==> src/rtl/oai21_arbiter.sv <==
// Round-robin arbiter sharing one oai21 gate among NREQ requesters.
// Optional OAI21_ARB_CHECK_EN builds a reference model that flags gate mismatches on err.
module oai21_arbiter #(
  parameter  int NREQ = 4,
  localparam int IDW  = $clog2(NREQ)
) (
  input  logic            clk,
  input  logic            rst_n,
  input  logic [NREQ-1:0] req,
  input  logic [NREQ-1:0] a_in,
  input  logic [NREQ-1:0] b_in,
  input  logic [NREQ-1:0] c_in,
  output logic [NREQ-1:0] gnt,
  output logic            oai_a,
  output logic            oai_b,
  output logic            oai_c,
  input  logic            oai_y,
  output logic            rsp_valid,
  output logic [IDW-1:0]  rsp_id,
  output logic            rsp_y,
  output logic            busy,
  output logic            err
);

  localparam logic ST_IDLE = 1'b0;
  localparam logic ST_EVAL = 1'b1;

  logic           state;
  logic [IDW-1:0] rr;
  logic [IDW-1:0] w_q;
  logic [IDW-1:0] win;
  logic           found;
  int             idx;

  // Winner is the first set req bit at or above rr, wrapping to 0.
  always_comb begin
    // NOTE: every variable gets a default first so no latch is inferred.
    win   = rr;
    found = 1'b0;
    idx   = 0;
    for (int k = 0; k < NREQ; k++) begin
      idx = int'(rr) + k;
      if (idx >= NREQ) idx = idx - NREQ;
      if (!found && req[idx]) begin
        win   = IDW'(idx);
        found = 1'b1;
      end
    end
  end

  assign busy = (state == ST_EVAL);

  // NOTE: sequential state uses non-blocking assignments so all registers update together.
  always_ff @(posedge clk or negedge rst_n) begin
    if (!rst_n) begin
      state     <= ST_IDLE;
      rr        <= '0;
      w_q       <= '0;
      gnt       <= '0;
      oai_a     <= 1'b0;
      oai_b     <= 1'b0;
      oai_c     <= 1'b0;
      rsp_valid <= 1'b0;
      rsp_id    <= '0;
      rsp_y     <= 1'b0;
    end else begin
      rsp_valid <= 1'b0;
      case (state)
        ST_IDLE: begin
          if (found) begin
            gnt   <= {{(NREQ-1){1'b0}}, 1'b1} << win;
            oai_a <= a_in[win];
            oai_b <= b_in[win];
            oai_c <= c_in[win];
            w_q   <= win;
            state <= ST_EVAL;
          end else begin
            gnt <= '0;
          end
        end
        default: begin
          rsp_y     <= oai_y;
          rsp_id    <= w_q;
          rsp_valid <= 1'b1;
          rr        <= (w_q == IDW'(NREQ-1)) ? '0 : w_q + 1'b1;
          gnt       <= '0;
          state     <= ST_IDLE;
        end
      endcase
    end
  end

`ifdef OAI21_ARB_CHECK_EN
  logic model_y;
  logic err_q;

  assign model_y = ~((oai_a | oai_b) & oai_c);

  // Sticky until reset; compared at the capture edge only.
  always_ff @(posedge clk or negedge rst_n) begin
    if (!rst_n)                                   err_q <= 1'b0;
    else if (state == ST_EVAL && model_y != oai_y) err_q <= 1'b1;
  end

  assign err = err_q;
`else
  assign err = 1'b0;
`endif

endmodule

==> config.mk <==
export PLATFORM = sky130hd
export DESIGN_NAME = oai21_arbiter
export DESIGN_NICKNAME = d
export VERILOG_FILES = /design/src/rtl/oai21_arbiter.sv
export SDC_FILE = /design/constraint.sdc
export NUM_CORES = 1
export LEC_CHECK = 0
export ABC_AREA = 1
export ABC_CLOCK_PERIOD_IN_PS = 3400
export BUFFER_PORTS_ARGS = -buffer_cell sky130_fd_sc_hd__buf_2
export CORE_UTILIZATION = 30
export DETAILED_ROUTE_END_ITERATION = 12
export GPL_TIMING_DRIVEN = 0
export PLACE_DENSITY_LB_ADDON = 0.08
export SLEW_MARGIN = 20
export SYNTH_ARGS = -nofsm -noshare
export SYNTH_HDL_FRONTEND = slang
export SYNTH_SLANG_ARGS = --single-unit
==> constraint.sdc <==
create_clock -name clk -period 3.4 [get_ports clk]
set_clock_uncertainty 0.2 [all_clocks]
set_input_delay 0.17 -clock clk [delete_from_list [all_inputs] [get_ports clk]]
set_output_delay 0.17 -clock clk [all_outputs]
set_load 0.01 [all_outputs]
==> flow_summary.rst, run 1 <==
.. list-table::
   :header-rows: 1

   * - Metric
     - Value
   * - Run status
     - finished clean
   * - Post-CTS repair timing setup buffer count
     - 0
   * - Overall routing resource usage
     - between 15 and 20%
   * - Chip width
     - 66.4 um
   * - Total via count after detailed routing
     - approximately 1.2k
   * - Number of routed nets with antenna violations
     - 0
   * - Row Count
     - 23
   * - Synth Instances
     - between 150 and 200
   * - CP Max Fanout
     - 9
   * - Final antenna diode count
     - 0
   * - Clock root cell
     - sky130_fd_sc_hd__clkbuf_8
   * - Most area-hungry cell type in the Yosys netlist
     - sky130_fd_sc_hd__dfrtp_1
   * - Maxcap violations
     - 0
   * - Power per cell area
     - 1130 mW/mm2
   * - Critical path startpoint category
     - flop
   * - Clock sinks
     - 16
   * - Count of instances resized after the clock tree is built
     - 0
   * - WP data arrival
     - just under 2 ns
   * - Area share of the largest cell type after synthesis
     - between 30% and 40%
   * - Sequential fraction of the synthesis area
     - between 30% and 40%
   * - Final min period
     - a little over 2 ns
   * - Most common library cell in the layout ignoring fill and taps
     - sky130_fd_sc_hd__nand2_1
   * - Chip Height
     - between 60 and 70 um
   * - Mapped Nets
     - ~190
   * - Crit end category
     - flop
   * - Netlist cell types
     - 25
   * - Area grow syn2layout
     - 22.0%
   * - First-pass GRT wire length
     - around 5 mm
   * - Final-stage net count
     - approximately 220
   * - Number of antenna violations at the first check in global routing
     - 0
   * - Number of DRC markers after the initial detailed-route iteration
     - roughly 80
   * - Max Clk Rate
     - roughly 490 MHz
   * - Relative contribution of the clock network to total power
     - under 10%
   * - Setup violators final
     - 0
   * - Leading cell types by total area after synthesis
     - sky130_fd_sc_hd__dfrtp_1 (32%), sky130_fd_sc_hd__nand2_1 (18%), sky130_fd_sc_hd__nand3_1 (11%), sky130_fd_sc_hd__nand2_2 (5.5%), sky130_fd_sc_hd__nand2_4 (5.4%)
   * - 1st-pass router iterations
     - 4
   * - Total of flip-flops plus latches after synthesis
     - 16
   * - GPL Wtd Cong
     - about 0.78
   * - Highest-count cells in the layout ignoring fill and taps
     - sky130_fd_sc_hd__nand2_1 (60), sky130_fd_sc_hd__buf_2 (31), sky130_fd_sc_hd__nand3_1 (28)
   * - Via-to-Cell Ratio
     - 4.61
   * - Cell area after placement
     - around 0.0015 mm2
   * - Hold Crit Class
     - in2reg
   * - Clock tree from TritonCTS
     - yes
   * - H-tree Lvls
     - 1
   * - Cell Int Power
     - between 700 and 800 uW
   * - Period Utilization, post-route
     - 60.6%
   * - Starting density of the core
     - a little under a third
   * - Synthesized area per cell
     - 7.49 um2
   * - Insertion delay of the later-clocked pin in the worst-skew pair
     - 0.24 ns
   * - Sum of routed wire length over all layers
     - 2.80 mm
   * - Count of synthesis-stage warnings from yosys
     - 0
   * - Fraction of layout instances using a drive strength above 1
     - 37.8%
   * - Number of buffers inserted for hold repair after clock tree synthesis
     - 2
   * - Required arrival time at the worst endpoint
     - roughly 3.3 ns
   * - Average wire length per cell after detail routing
     - between 10 and 15 um
   * - Floorplan die area
     - ~0.0044 mm2
   * - Number of buffers added by the clock tree synthesis step
     - 3
   * - Final non-filler cell area
     - 0.00152 mm2
   * - Worst-case clock buffer depth
     - 2
   * - Setup TNS
     - 0 ns
   * - Post-DP HPWL
     - roughly 2.3 mm
   * - Sequential share of power
     - 18.7%
   * - Final std cells w/o fill
     - approximately 250
   * - Post-route DRC
     - 0
   * - Vias in the first global route
     - around 1.2k
   * - Count of buffers from port buffering
     - 30
   * - Area of the core
     - 0.00400 mm2
   * - Static leakage
     - a little over 0.8 nW
   * - Comb pwr share
     - 73.2%
   * - Proportion of total power due to net switching
     - 54.6%
   * - Gr ovfl total
     - 0
   * - Util after Layout
     - 37.9%
   * - Net Switching
     - around 940 uW
   * - Post-Place Cells
     - about 250
   * - Endpoints failing hold
     - 0
   * - Worst-path clk slew
     - roughly 0.060 ns
   * - Unrepaired setup endpoints after global routing
     - false
   * - Worst path most repeated cell
     - sky130_fd_sc_hd__nand2_1
   * - Biggest cell delay along the critical path
     - ~0.37 ns
   * - Cell with the largest stage delay on the worst path
     - sky130_fd_sc_hd__dfrtp_1
   * - Category of the most critical setup path
     - reg2reg
   * - Post-synthesis instance area
     - approximately 0.0012 mm2
   * - # IOs
     - 32
   * - Pins Over Slew Limit
     - 0
   * - Worst-case vdd ir drop
     - ~410 uV
   * - Critical path, cell by cell
     - buf_6 -> inv_4 -> nand2_1 -> nand2_2 -> nand2_1 -> nand2_4 -> nand4_4 -> nand2_4 -> nand2_4 -> nand2_1 -> nand2_1 -> nand3_1 -> nand3_1
   * - Pin count of the biggest net entering global routing
     - 17
   * - Sum of internal, switching and leakage power
     - around 1.7 mW
## power by group through the flow
stage | logic [mW] | registers (mW) | clock network [mW]
3_5_place_dp | 1.27 | 0.325 | 0
2_1_floorplan | 0.978 | 0.351 | 0
3_3_place_gp | 1.26 | 0.324 | 0
5_1_grt | 1.42 | 0.335 | 0.152
4_1_cts | 1.28 | 0.322 | 0.144
6_report | 1.26 | 0.321 | 0.138
## kinds of logic after synthesis
| family | synth area share, % |
|---|---|
| simple gates | 55.8 |
| buf+inv | 8.25 |
| flops | 32.2 |
| compound gates | 2.41 |
| fa+ha+maj | 1.01 |
| other cells | 0.302 |
## metrics by stage
stage / hold slack, ns / setup slack, ns
final: 0.0437 / 1.34
after detailed placement: -0.0968 / 1.32
after global routing: 0.0649 / 1.19
after CTS: 0.0435 / 1.32
after global placement: -0.107 / 1.35
after floorplan: -0.326 / 1.59
## critical path, delay by kind of cell (launching register included)
family / cells / cell delay (ns)
AND/OR/NAND/NOR: 11 / 1.13
buffers and inverters: 2 / 0.24
flip-flops: 1 / 0.37
## flip-flops by register name, indices dropped and copies added (netlist names), 2 cells and up
register	count
gnt	4
rr	2
rsp_id	2
w_q	2
## cells in the mapped netlist
cell type and number:
sky130_fd_sc_hd__nand2_1 60, sky130_fd_sc_hd__dfrtp_1 16, sky130_fd_sc_hd__nor2_8 2, sky130_fd_sc_hd__inv_2 5, sky130_fd_sc_hd__nand3_1 28, sky130_fd_sc_hd__nand2_4 6, sky130_fd_sc_hd__buf_2 1, sky130_fd_sc_hd__nand3_2 5
sky130_fd_sc_hd__nor2_1 5, sky130_fd_sc_hd__inv_4 1, sky130_fd_sc_hd__nand4_4 2, sky130_fd_sc_hd__o21ai_1 1, sky130_fd_sc_hd__inv_6 1, sky130_fd_sc_hd__o21ai_0 2, sky130_fd_sc_hd__ha_1 1, sky130_fd_sc_hd__inv_1 7
sky130_fd_sc_hd__conb_1 1, sky130_fd_sc_hd__buf_6 2, sky130_fd_sc_hd__nor2_4 2, sky130_fd_sc_hd__nand4_1 1, sky130_fd_sc_hd__buf_4 2, sky130_fd_sc_hd__nor2_2 2, sky130_fd_sc_hd__nand2_2 11, sky130_fd_sc_hd__o21ai_2 1
sky130_fd_sc_hd__o22ai_1 1
## worst paths after layout
path / to / startpoint / cells after the start / slack, ns
max: oai_c$_DFFE_PN0P_ / rr[1]$_DFFE_PN0P_ / 13 / 1.34
min: oai_b$_DFFE_PN0P_ / b_in[3] / 5 / 0.04
max reg2reg: oai_c$_DFFE_PN0P_ / rr[1]$_DFFE_PN0P_ / 13 / 1.34
min reg2reg: rsp_valid$_DFF_PN0_ / busy$_DFF_PN0_ / 0 / 0.19
max in group asynchronous: w_q[1]$_DFFE_PN0P_ / rst_n / 2 / 2.58
min in group asynchronous: rsp_valid$_DFF_PN0_ / rst_n / 2 / 0.16
## cell type report
class,instances,area [um2]
plain buffers,5,42.5
clock buffers,3,41.3
fillers,436,2480
inverters,14,60.1
multi-input cells,131,741
flip-flops and latches,16,400
well taps,50,62.6
repair buffers,32,170
## metal layers
metal  vias to the layer above  global-route usage [%]  wire length, um
met5                         -                       0                0
met2                        37                    26.5             1300
li1                        597                       -                -
met4                         0                    2.39               14
met3                         2                    3.62              181
met1                       520                    19.2             1310
No activity file was read; power rests on OpenSTA's default activity.
==> run 2: changes to the inputs <==
--- a/config.mk
+++ b/config.mk
@@ -6,7 +6,7 @@
 export NUM_CORES = 1
 export LEC_CHECK = 0
 export ABC_AREA = 1
-export ABC_CLOCK_PERIOD_IN_PS = 3400
+export ABC_CLOCK_PERIOD_IN_PS = 1910
 export BUFFER_PORTS_ARGS = -buffer_cell sky130_fd_sc_hd__buf_2
 export CORE_UTILIZATION = 30
 export DETAILED_ROUTE_END_ITERATION = 12
==> constraint.sdc (replaced) <==
create_clock -name clk -period 1.91 [get_ports clk]
set_clock_uncertainty 0.2 [all_clocks]
set_input_delay 0.0955 -clock clk [delete_from_list [all_inputs] [get_ports clk]]
set_output_delay 0.0955 -clock clk [all_outputs]
set_load 0.01 [all_outputs]
==> run 2 against run 1 <==
  * The flow now finishes with violations (negative setup slack)
  * Global-route usage increased by 0.90 points
  * Register-to-register slack got worse by 1.3 ns
  * Non-clock buffer count increased by 14
==> flow_summary.rst, run 2 (synthesis results as in run 1) <==
.. list-table::
   :header-rows: 1

   * - Metric
     - Value
   * - Run status
     - finished with violations
   * - Failing checks
     - negative setup slack
   * - Hold wc startpoint
     - b_in[2]
   * - Worst-path clk slew
     - 0.06 ns
   * - Clock sinks
     - 16
   * - RR Endpoint
     - oai_b$_DFFE_PN0P_
   * - Clock root cell
     - sky130_fd_sc_hd__clkbuf_8
   * - WP data arrival
     - about 1.9 ns
   * - Sum of internal, switching and leakage power
     - ~3.7 mW
   * - Power per cell area
     - about 2100 mW/mm2
   * - Worst-case clock buffer depth
     - 2
   * - Setup violators final
     - 2
   * - Final min period
     - between 1.5 and 2 ns
   * - Count of buffers from port buffering
     - 30
   * - Static leakage
     - roughly 0.95 nW
   * - Row Count
     - 23
   * - Final-stage net count
     - about 240
   * - Launch point of the critical path
     - rr[0]$_DFFE_PN0P_
   * - First-pass GRT wire length
     - between 5 and 6 mm
   * - Path depth of the worst reg2reg path
     - 13
   * - Pin count of the biggest net entering global routing
     - 17
   * - Required arrival time at the worst endpoint
     - 1.84 ns
   * - Worst reg2reg setup slack
     - -0.01 ns
   * - Area grow syn2layout
     - 43.1%
   * - Vias in the first global route
     - around 1.2k
   * - Chip width
     - between 60 and 70 um
   * - Overall routing resource usage
     - around 16%
   * - Total via count after detailed routing
     - between 1k and 1.5k
   * - Count of filler cells inserted in the layout
     - around 410
   * - Number of antenna violations at the first check in global routing
     - 0
   * - Gr ovfl total
     - 0
   * - Insertion delay of the later-clocked pin in the worst-skew pair
     - between 0.2 and 0.25 ns
   * - H-tree Lvls
     - 1
   * - Clock tree from TritonCTS
     - yes
   * - Met2 wirelength from detailed routing
     - around 1.5 mm
   * - Fraction of layout instances using a drive strength above 1
     - between 50 and 60%
   * - Post-DP HPWL
     - ~2.3 mm
   * - Crit Reg-Reg Startpoint
     - rr[0]$_DFFE_PN0P_
   * - Worst-case vdd ir drop
     - about 800 uV
   * - Hold Crit Class
     - in2reg
   * - Chip Height
     - around 66 um
   * - Biggest register
     - gnt
   * - Hold path endpoint
     - oai_b$_DFFE_PN0P_
   * - Setup Slack @ Placement
     - -0.167 ns
   * - Endpoints failing hold
     - 0
   * - Cell area after placement
     - ~0.0015 mm2
   * - Sum of routed wire length over all layers
     - 3.02 mm
   * - Most common library cell in the layout ignoring fill and taps
     - sky130_fd_sc_hd__nand2_1
   * - Highest-count cells in the layout ignoring fill and taps
     - sky130_fd_sc_hd__nand2_1 (44), sky130_fd_sc_hd__buf_2 (31), sky130_fd_sc_hd__nand3_1 (24)
   * - GPL Wtd Cong
     - a little under 0.8
   * - Util after Layout
     - between 40% and 50%
   * - Setup slack of the critical path after layout
     - -0.0106 ns
   * - Critical path startpoint category
     - flop
   * - Max Clk Rate
     - ~520 MHz
   * - Final antenna diode count
     - 0
   * - Starting density of the core
     - between 30% and 40%
   * - Total area of multi-input combinational cells
     - roughly 830 um2
   * - Number of stages on the worst hold path
     - 5
   * - Maxcap violations
     - 0
   * - Final non-filler cell area
     - roughly 0.0018 mm2
   * - Number of DRC markers after the initial detailed-route iteration
     - 76
   * - Highest routed metal layer
     - met4
   * - Period Utilization, post-route
     - 101%
   * - Number of flip-flops under the largest register name
     - 4
   * - Post-route DRC
     - 0
   * - Flip-flop and latch area
     - between 400 and 500 um2
   * - Category of the most critical setup path
     - reg2reg
   * - M1 WL
     - roughly 1.4 mm
   * - Area of the core
     - between 0.004 and 0.005 mm2
   * - # IOs
     - 32
   * - Floorplan die area
     - around 0.0044 mm2
   * - CP Max Fanout
     - 8
   * - Pins Over Slew Limit
     - 0
   * - Number of buffers added by the clock tree synthesis step
     - 3
   * - Via-to-Cell Ratio
     - 4.66
   * - Crit end category
     - flop
   * - Unrepaired setup endpoints after global routing
     - true
   * - Number of routed nets with antenna violations
     - 0
   * - 1st-pass router iterations
     - 4
   * - Average wire length per cell after detail routing
     - about 11 um
   * - Met3 layer wire length in the routed design
     - approximately 140 um
run 2: area by class of cell:
cell class                      count  share of cell area (%)
Timing Repair Buffer               46                    17.9
Clock buffer                        3                    2.32
Sequential cell                    16                    22.6
Tap cell                           50                    3.52
Buffer                              5                    3.09
Multi-Input combinational cell    131                    46.7
Inverter                           14                    3.94
run 2: critical path, stage by stage, from the launching register on:
cell and delay [ns]:
sky130_fd_sc_hd__dfrtp_2 0.45, sky130_fd_sc_hd__buf_6 0.16, sky130_fd_sc_hd__nand2_2 0.05, sky130_fd_sc_hd__nand2_2 0.06
sky130_fd_sc_hd__nand2_2 0.08, sky130_fd_sc_hd__nand2_4 0.09, sky130_fd_sc_hd__nor2_4 0.14, sky130_fd_sc_hd__nand2_2 0.08
sky130_fd_sc_hd__nor2_4 0.16, sky130_fd_sc_hd__nor2_8 0.08, sky130_fd_sc_hd__inv_6 0.09, sky130_fd_sc_hd__nor2_8 0.04
sky130_fd_sc_hd__nand2_1 0.06, sky130_fd_sc_hd__nand3_2 0.06
run 2: worst max-delay path by stage:
stage               cells after the start  slack [ns]                 to
finish                                 13       -0.01  oai_b$_DFFE_PN0P_
CTS                                    13       -0.02  oai_b$_DFFE_PN0P_
global placement                       13       -0.14  oai_c$_DFFE_PN0P_
global route                           13       -0.13  oai_a$_DFFE_PN0P_
floorplan                              13         0.1  oai_c$_DFFE_PN0P_
detailed placement                     13       -0.17  oai_c$_DFFE_PN0P_
run 2: repair_timing:
action	CTS	global route
endpoints found under the setup margin	9	10
gates resized for setup	22	12
hold endpoints to repair	19	0
pin swaps	11	18
buffers inserted	10	2
hold buffers	4	0
run 2: through the flow:
stage                     hold WS, ns  setup TNS (ns)  cells
final                          0.0129         -0.0110    265
after detailed placement       -0.171          -0.874    246
after global placement         -0.181          -0.792    246
after floorplan                -0.400               0    166
after global routing           0.0211          -0.995    265
after CTS                     0.00314         -0.0492    263
run 2: where the power goes:
| group | leakage, nW | switching, mW | internal (mW) | total [mW] |
|---|---|---|---|---|
| clock | 0.0216 | 0.106 | 0.140 | 0.246 |
| sequential | 0.199 | 0.0827 | 0.500 | 0.583 |
| combinational | 0.730 | 1.71 | 1.20 | 2.91 |
| total | 0.950 | 1.90 | 1.84 | 3.74 |
run 2: per-layer routing:
layer  vias to the layer above  GRT usage, %
met5                         -             0
met4                         0          2.39
met3                         2          3.62
met2                        34          28.7
met1                       571          20.1
li1                        627             -
